[src/rtl/pipelined_control_unit.sv]
// Registered instruction decoder between fetch and the ID/EX register.
// Decodes ARM-style data-processing, LDR/LDRB/STR/STRB and B/BL words, evaluates
// the condition field against an NZCV register (with same-cycle flag bypass),
// holds fetch off for a fixed number of cycles after a load and honours flush.
//
// state  | meaning
// -------+-----------------------------------------------------------------
// RUN    | instr_ready high, one instruction may be accepted per cycle
// WAIT   | load stall, instr_ready low, down-counter runs to its terminal count
module pipelined_control_unit #(
    parameter int ALU_OP_WIDTH     = 4,
    parameter int LOAD_WAIT_CYCLES = 2,
    parameter int ENABLE_COND      = 1
) (
    input  logic                    clk,
    input  logic                    rst_n,
    input  logic                    instr_valid,
    output logic                    instr_ready,
    input  logic [31:0]             instruction,
    input  logic [3:0]              flags_in,
    input  logic                    flags_in_valid,
    input  logic                    flush,
    output logic                    ctrl_valid,
    output logic                    reg_write_enable,
    output logic                    mem_read_enable,
    output logic                    mem_write_enable,
    output logic                    mem_to_reg_select,
    output logic                    alu_source_select,
    output logic                    byte_access,
    output logic                    status_bit,
    output logic [ALU_OP_WIDTH-1:0] alu_operation,
    output logic                    pc_source_select,
    output logic                    link_enable,
    output logic                    cond_pass,
    output logic                    illegal,
    output logic [3:0]              flags_q
);

    localparam int CNT_W = (LOAD_WAIT_CYCLES < 1) ? 1 : $clog2(LOAD_WAIT_CYCLES + 1);
    localparam logic [CNT_W-1:0] CNT_LOAD = CNT_W'(LOAD_WAIT_CYCLES);
    localparam logic [3:0] OP_ADD = 4'b0100;
    localparam logic [3:0] OP_SUB = 4'b0010;

    typedef enum logic {ST_RUN, ST_WAIT} state_t;

    state_t           state, state_nxt;
    logic [CNT_W-1:0] cnt, cnt_nxt;
    logic             accept;

    logic       f_n, f_z, f_c, f_v;
    logic       cond_true, cond_ok, is_nop, undef, act;
    logic [3:0] op_dec;
    logic       d_rw, d_mr, d_mw, d_m2r, d_as, d_ba, d_sb, d_pc, d_lk, d_cp, d_il, d_stall;

    assign accept = instr_valid & instr_ready;

    // Decode and condition evaluation for the word currently presented.
    always_comb begin
        {f_n, f_z, f_c, f_v} = flags_in_valid ? flags_in : flags_q;
        unique case (instruction[31:28])
            4'h0:    cond_true = f_z;
            4'h1:    cond_true = ~f_z;
            4'h2:    cond_true = f_c;
            4'h3:    cond_true = ~f_c;
            4'h4:    cond_true = f_n;
            4'h5:    cond_true = ~f_n;
            4'h6:    cond_true = f_v;
            4'h7:    cond_true = ~f_v;
            4'h8:    cond_true = f_c & ~f_z;
            4'h9:    cond_true = ~f_c | f_z;
            4'hA:    cond_true = (f_n == f_v);
            4'hB:    cond_true = (f_n != f_v);
            4'hC:    cond_true = ~f_z & (f_n == f_v);
            4'hD:    cond_true = f_z | (f_n != f_v);
            4'hE:    cond_true = 1'b1;
            default: cond_true = 1'b0;
        endcase
        cond_ok = (ENABLE_COND != 0) ? cond_true : 1'b1;
        is_nop  = (instruction == 32'h0);
        undef   = (instruction[27:25] == 3'b100) || (instruction[27:26] == 2'b11);
        d_il    = ~is_nop & ((instruction[31:28] == 4'hF) | undef);
        d_cp    = cond_ok & ~is_nop;
        // Enables only fire for a legal, non-NOP word whose condition holds.
        act     = d_cp & ~d_il;

        op_dec = 4'b0000;
        d_rw = 1'b0; d_mr = 1'b0; d_mw = 1'b0; d_m2r = 1'b0; d_as = 1'b0;
        d_ba = 1'b0; d_sb = 1'b0; d_pc = 1'b0; d_lk = 1'b0; d_stall = 1'b0;

        if (instruction[27:26] == 2'b00) begin
            op_dec = instruction[24:21];
            if (act) begin
                d_as = instruction[25];
                if (instruction[24:23] == 2'b10) begin
                    d_sb = 1'b1;
                end else begin
                    d_sb = instruction[20];
                    d_rw = 1'b1;
                end
            end
        end else if (instruction[27:26] == 2'b01) begin
            op_dec = instruction[23] ? OP_ADD : OP_SUB;
            if (act) begin
                d_as = ~instruction[25];
                d_ba = instruction[22];
                if (instruction[20]) begin
                    d_rw    = 1'b1;
                    d_mr    = 1'b1;
                    d_m2r   = 1'b1;
                    d_stall = (LOAD_WAIT_CYCLES > 0);
                end else begin
                    d_mw = 1'b1;
                end
            end
        end else if (instruction[27:25] == 3'b101) begin
            op_dec = OP_ADD;
            if (act) begin
                d_pc = 1'b1;
                d_lk = instruction[24];
                d_rw = instruction[24];
            end
        end

        if (is_nop) begin
            op_dec = 4'b0000;
        end
    end

    // Next-state and stall counter; flush overrides any transition.
    always_comb begin
        state_nxt = state;
        cnt_nxt   = cnt;
        if (flush) begin
            state_nxt = ST_RUN;
            cnt_nxt   = '0;
        end else begin
            unique case (state)
                ST_RUN: begin
                    if (accept && d_stall) begin
                        state_nxt = ST_WAIT;
                        cnt_nxt   = CNT_LOAD;
                    end
                end
                ST_WAIT: begin
                    if (cnt <= CNT_W'(1)) begin
                        state_nxt = ST_RUN;
                        cnt_nxt   = '0;
                    end else begin
                        cnt_nxt = cnt - CNT_W'(1);
                    end
                end
                default: begin
                    state_nxt = ST_RUN;
                    cnt_nxt   = '0;
                end
            endcase
        end
    end

    // State register; ready is registered so it stays low through reset.
    always_ff @(posedge clk) begin
        if (!rst_n) begin
            state       <= ST_RUN;
            cnt         <= '0;
            instr_ready <= 1'b0;
        end else begin
            state       <= state_nxt;
            cnt         <= cnt_nxt;
            instr_ready <= (state_nxt == ST_RUN);
        end
    end

    // Control bundle register: valid for one cycle after an unflushed accept.
    always_ff @(posedge clk) begin
        if (!rst_n || !(accept && !flush)) begin
            ctrl_valid        <= 1'b0;
            reg_write_enable  <= 1'b0;
            mem_read_enable   <= 1'b0;
            mem_write_enable  <= 1'b0;
            mem_to_reg_select <= 1'b0;
            alu_source_select <= 1'b0;
            byte_access       <= 1'b0;
            status_bit        <= 1'b0;
            alu_operation     <= '0;
            pc_source_select  <= 1'b0;
            link_enable       <= 1'b0;
            cond_pass         <= 1'b0;
            illegal           <= 1'b0;
        end else begin
            ctrl_valid        <= 1'b1;
            reg_write_enable  <= d_rw;
            mem_read_enable   <= d_mr;
            mem_write_enable  <= d_mw;
            mem_to_reg_select <= d_m2r;
            alu_source_select <= d_as;
            byte_access       <= d_ba;
            status_bit        <= d_sb;
            alu_operation     <= ALU_OP_WIDTH'(op_dec);
            pc_source_select  <= d_pc;
            link_enable       <= d_lk;
            cond_pass         <= d_cp;
            illegal           <= d_il;
        end
    end

    // NZCV register, updated independently of flush.
    always_ff @(posedge clk) begin
        if (!rst_n) begin
            flags_q <= 4'b0000;
        end else if (flags_in_valid) begin
            flags_q <= flags_in;
        end
    end

endmodule
[config.mk]
export PLATFORM = sky130hd
export DESIGN_NAME = pipelined_control_unit
export DESIGN_NICKNAME = d
export VERILOG_FILES = /design/src/rtl/pipelined_control_unit.sv
export SDC_FILE = /design/constraint.sdc
export NUM_CORES = 1
export LEC_CHECK = 0
export BUFFER_PORTS_ARGS = -buffer_cell sky130_fd_sc_hd__buf_4
export CORE_UTILIZATION = 44
export DETAILED_ROUTE_END_ITERATION = 6
export MAX_ROUTING_LAYER = met4
export PLACE_DENSITY = 0.77
export REMOVE_ABC_BUFFERS = 1
export SYNTH_ARGS = -nofsm -noshare
export SYNTH_HDL_FRONTEND = slang
export SYNTH_SLANG_ARGS = --single-unit
[constraint.sdc]
create_clock -name clk -period 1.85 [get_ports clk]
set_input_delay 0.2775 -clock clk [delete_from_list [all_inputs] [get_ports clk]]
set_output_delay 0.2775 -clock clk [all_outputs]
set_load 0.05 [all_outputs]
### Word level (Yosys, flattened, before mapping)

Cells that the tools add are included.

| word-level totals | value |
|---|---|
| register bits after elaboration | 23 |
| logic and storage cells | 111 |

| cells by class | value |
|---|---|
| equality and inequality tests | 23 |
| bitwise operators | 23 |
| $add $sub $neg | 1 |
| reduce and logical (&&, ||, !) cells | 16 |
| muxes and demuxes | 31 |
| order comparisons | 1 |

Operator list:

| kind | count |
|---|---|
| 4-bit equality test (second input constant) | 8 |
| 32-bit logical NOT | 1 |
| 1-bit 2-to-1 mux | 21 |
| 4-bit by 3-bit equality test with 1-bit output (second input constant) | 4 |
| 1-bit one-hot mux with 15 select lines | 1 |
| 1-bit NOT | 14 |
| 3-bit 2-to-1 mux | 3 |
| 4-bit by 2-bit equality test with 1-bit output (second input constant) | 2 |
| 4-bit 2-to-1 mux | 2 |
| 4-bit OR reduction | 2 |
| 1-bit bitwise AND | 6 |
| 3-bit equality test (second input constant) | 2 |
| 3-bit OR reduction | 2 |
| 2-bit equality test (second input constant) | 2 |
| 4-bit by 1-bit equality test with 1-bit output (second input constant) | 1 |
| 4-bit logical NOT | 1 |
| 2-bit 2-to-1 mux | 2 |
| 2-bit one-hot mux with 2 select lines | 1 |
| 2-bit OR reduction | 2 |
| 1-bit logical NOT | 3 |
| 1-bit OR | 3 |
| 2-bit by 1-bit equality test with 1-bit output (second input constant) | 1 |
| 2-bit by 1-bit <= comparator with 1-bit output (second input constant) | 1 |
| 1-bit logical AND | 2 |
| other kinds (7) | 8 |

### Longest topological paths before layout

| logic depth | value |
|---|---|
| depth in word-level cells | 14 |
| mapped depth | 7 |

### Worst setup path after synthesis

Ideal clock, no wire load.

| timing | value |
|---|---|
| kind | reg-to-reg |
| from | reg flags_q[3] |
| to | reg status_bit |
| setup slack | -0.165 ns |
| arrival | 1.879 ns |
| buffers on the path | 0 |
| clock period less this slack | 2.015 ns |
| cell stages (with the launch flop) | 7 |
| required time | 1.714 ns |
| cells stage by stage | dfxtp_1 mux2i_1 and3b_1 o311ai_0 nand4b_1 o21bai_4 nor4_4 |

| on the way | value |
|---|---|
| cells in the longest elaborated chain, start to end | 8 |
| elaborated cells between the ends (all ways) | 11 |
| those cells by class | eq/ne (2); mux (2); bitwise (6); reduce/logical (1) |

RTL lines:

| what | RTL line | source |
|---|---|---|
| from (decl) | 36 | `output logic [3:0] flags_q` |
| from (signal assigned) | 211 | `flags_q <= flags_in;` |
| 4-bit 2-to-1 mux * | -- |  |
| 1-bit inequality test or 1-bit equality test (tied branches) | -- |  |
| 1-bit OR or 1-bit bitwise AND (tied branches) | 74, 73 |  |
| 1-bit one-hot mux with 15 select lines * | 60 | `unique case (instruction[31:28])` |
| 1-bit bitwise AND * | 82 | `d_cp = cond_ok & ~is_nop;` |
| 1-bit bitwise AND * | 84 | `act = d_cp & ~d_il;` |
| 1-bit NOT (no line) * | -- |  |
| 3-bit OR reduction (no line) * | -- |  |
| to (signal assigned) | 197 | `status_bit <= d_sb;` |
| to (decl) | 30 | `output logic status_bit,` |

Every way passes the cells marked *; elsewhere a longest branch is shown, timed or not.
A chain may end at the register's enable or synchronous reset.

### Final worst setup path

| timing | value |
|---|---|
| from | reg flags_q[0] |
| to | reg instr_ready |

| on the way | value |
|---|---|
| cells in the longest elaborated chain, start to end | 14 |
| elaborated cells between the ends (all ways) | 17 |
| those cells by class | eq/ne (2); mux (8); bitwise (6); reduce/logical (1) |

RTL lines:

| what | RTL line | source |
|---|---|---|
| 4-bit 2-to-1 mux * | -- |  |
| 1-bit inequality test or 1-bit equality test (tied branches) | -- |  |
| 1-bit OR or 1-bit bitwise AND (tied branches) | 74, 73 |  |
| 1-bit one-hot mux with 15 select lines * | 60 |  |
| 1-bit bitwise AND * | 82 |  |
| 1-bit bitwise AND * | 84 |  |
| 1-bit 2-to-1 mux * | 103 | `if (act) begin` |
| 1-bit 2-to-1 mux * | 101 | `end else if (instruction[27:26] == 2'b01) begin` |
| 1-bit 2-to-1 mux * | -- |  |
| 1-bit logical AND * | 139 | `if (accept && d_stall) begin` |
| 1-bit 2-to-1 mux * | 139 |  |
| 1-bit one-hot mux with 2 select lines * | 137 | `unique case (state)` |
| 1-bit 2-to-1 mux * | 133 | `if (flush) begin` |
| 1-bit NOT * | 169 | `instr_ready <= (state_nxt == ST_RUN);` |
| to (signal assigned) | 169 |  |
| to (decl) | 18 | `output logic instr_ready,` |

Marked as above.

==> flow_summary_export.csv <==
group,metric,value,unit
synth,synthCells,124,
synth,yosys_warnings,0,
timing,hold_viol,0,
power_and_ir_drop,clockPowerShare,23.1,%
worst_setup_path,crit_end,"instr_ready",
timing,max_slew.worst_pin.slew,0.3296,ns
hold_path,min_path_cells,2,
worst_setup_path,crit_path_max_fanout,4,
timing,period_share,95.58,%
timing,setup_viol,0,
job,cap_violations,0,
clocking,cts_sinks,23,
floorplanning,fp.coreArea,2500,µm²
power_and_ir_drop,power.leakage,0.7375,nW
synth,synth.largest_area_cell,"dfxtp_1",
timing,skew,0.003521,ns
worst_setup_path,rr_endpoint,"instr_ready",
worst_setup_path,r2r-start,"flags_q[0]",
routing,drtIter0Drc,20,
cells_and_area,finalNetCount,230,
worst_setup_path,worst-r2r-setup-slack,0.08,ns
synth,synth_area_per_cell,9.394,µm²
clocking,hold_buffers,0,
outcome,status,"completed",
worst_setup_path,required,2.06,ns
grt,grt_overflow,0,
worst_setup_path,startpoint_type,"flop",
cells_and_area,reg_top3,"alu_operation x4, flags_q x4, cnt x2",
clocking,cts_max_path_buffers,2,
hold_path,hold_path_class,"in2reg",
timing,period_minus_slack,1.768,ns
synth,ys_seq_area_share,39.53,%
cells_and_area,stdcell_count,218,
synth,ys_types,42,
grt,antenna_found_initial,0,
place,place_ws,-0.02256,ns
timing,whs,0.1586,ns
power_and_ir_drop,p_sw_share,28.53,%
routing,via_per_inst,5.220,
power_and_ir_drop,switchingPower,0.0002833,W
floorplanning,io_pins,62,
synth,synthTopCellsByCount,"dfxtp_1 (23), nor2_1 (12), nor4_1 (7)",
grt,gr-usage-all-layers,20.42,%
synth,synthTopCellsByArea,"dfxtp_1 (40%), nor2_1 (3.9%), nor4_1 (3.8%)",
synth,synthMostInstantiatedCell,"dfxtp_1",
power_and_ir_drop,pwr-share-comb,25.5,%
worst_setup_path,end_kind,"flop",
routing,ant_nets,0,
cells_and_area,drive_above_1_share,45.74,%
cells_and_area,area_delta_synth_final,46.19,%
grt,grt_pass1_vias,964,
grt,grt_max_degree,14,
place,portBuffers,61,
synth,postSynth.asyncResetShare,0,%
floorplanning,row_count,18,
floorplanning,start_util,46.60,%
routing,vias,1138,
worst_setup_path,path_cells,"xnor2_1 -> mux4_2 -> a21oi_2 -> a31o_4 -> o211ai_2 -> o211a_1",
clocking,cts.htree.levels,1,
synth,netlist.area_leader.share,39.53,%
synth,synth_ff_type,"dfxtp_1",
routing,drc_errors,0,
power_and_ir_drop,p_int,0.0007096,W
synth,syn_area,1165,µm²
timing,setup_ws,0.08182,ns
clocking,worstSkewPairLatency,0.31,ns
place,gp_congestion,0.8380,
floorplanning,die_area,2857,µm²
routing,dr.pass1.iters,4,
place,dpl.hpwl,2256,µm
routing,routedWlPerCell,12.83,µm
clocking,cts_buffers,3,
clocking,cts_tree,"yes",
synth,synth_seq_cells,23,
power_and_ir_drop,seq_power_share,51.4,%
timing,maxSlewViolCount,0,
worst_setup_path,crit_arrival,1.98,ns
floorplanning,dieWidth,53.46,µm
place,placed_area,1635,µm²
power_and_ir_drop,powerDensity,583.1,nW/µm²
worst_setup_path,critical-path-max-stage-delay,0.50,ns
power_and_ir_drop,finalPower,0.0009929,W
clocking,root_buffer,"clkbuf_4",
worst_setup_path,critPathSlowestCell,"mux4_2",
floorplanning,die_h,53.46,µm
worst_setup_path,startpoint,"flags_q[0]",
cells_and_area,postLayoutCellArea,1703,µm²
timing,max_clock_freq,565.6,MHz
synth,synth_edf_count,0,
clocking,clk_pin_slew,0.12,ns
grt,grt_pass1_wl,4140,µm
timing,slew_headroom,77.40,%
worst_setup_path,worstRegToRegCells,6,
worst_setup_path,critPathKind,"reg2reg",
cells_and_area,antennaDiodeCount,0,
place,placed_cells,212,
routing,routed_wl,2796,µm
power_and_ir_drop,max-vdd-ir-drop,0.6046,mV
## worst max-delay path, delay by kind of cell, from the launching register on
kind | cells | cell delay, ns
AOI/OAI and AO/OA | 4 | 0.68
muxes | 1 | 0.50
DFF | 1 | 0.35
xor gates and xnor gates | 1 | 0.14
## stage by stage
| stage | setup TNS, ns | util [%] |
|---|---|---|
| final | 0 | 68.12 |
| after global routing | -0.01925 | 68.12 |
| after CTS | 0 | 66.52 |
| after detailed placement | -0.1060 | 65.42 |
| after global placement | 0 | 65.42 |
| after floorplan | -1.824 | - |
## metal layers
metal / GRT usage, % / wire length [µm] / vias to the layer above
met5: - / 0 / -
met4: 3.070 / 15 / 0
met3: 5.172 / 109 / 2
met2: 34.17 / 1473 / 28
met1: 25.00 / 1198 / 530
li1: - / - / 578
## layout make-up
| cell class | instances | area, µm² |
|---|---|---|
| Clock buffer | 3 | 22.52 |
| Timing Repair Buffer | 66 | 495.5 |
| Tap cell | 30 | 37.54 |
| Inverter | 5 | 18.77 |
| Clock inverter | 1 | 5.005 |
| Multi-Input combinational cell | 90 | 661.9 |
| Sequential cell | 23 | 461.7 |
| Fill cell | 213 | 797.0 |
## placed cells by master, fill, tap and decap left out, types with 2 or more instances in the layout
master	instances
buf_4	66
dfxtp_1	22
nor2_1	12
nor4_1	7
nand2_1	6
nor3_1	6
inv_1	5
a21oi_1	5
nand2b_1	4
nor2b_1	4
mux2i_1	3
xnor2_1	3
mux2_2	3
nand4b_1	3
clkbuf_4	3
nand3b_1	2
o21ai_0	2
nand4_1	2
nand3_1	2
o21bai_4	2
nor4b_1	2
o21ai_1	2
nor3_2	2
## power by group through the flow
stage / sequential (W) / combinational, W / clock, W
6_report: 0.000511 / 0.000253 / 0.000229
3_5_place_dp: 0.000522 / 0.000238 / 0
2_1_floorplan: 0.000554 / 0.0000799 / 0
3_3_place_gp: 0.000521 / 0.000235 / 0
5_1_grt: 0.000513 / 0.000272 / 0.000259
4_1_cts: 0.000511 / 0.000239 / 0.000238
## worst min path at each step
stage                     slack [ns]       startpoint                end
after floorplan                 0.35  instruction[27]  alu_source_select
final                           0.16  instruction[20]   mem_write_enable
after global routing            0.15  instruction[20]   mem_write_enable
after detailed placement        0.49           cnt[0]             cnt[0]
after CTS                       0.15  instruction[20]   mem_write_enable
after global placement          0.48           cnt[0]             cnt[0]
## cells by family after synthesis
family,count (synthesis),synth area share [%]
compound gates,20,13.21
xor+xnor,4,3.008
buf+inv,12,6.337
flops,23,39.53
mux,7,7.411
simple gates,58,30.50
## timing repair
item / 4_1_cts / 5_1_grt
buffers inserted: 0 / 1
resized for setup: 0 / 4
endpoints found under the setup margin: 0 / 11
Note: power is estimated with default switching activity, not from simulation.
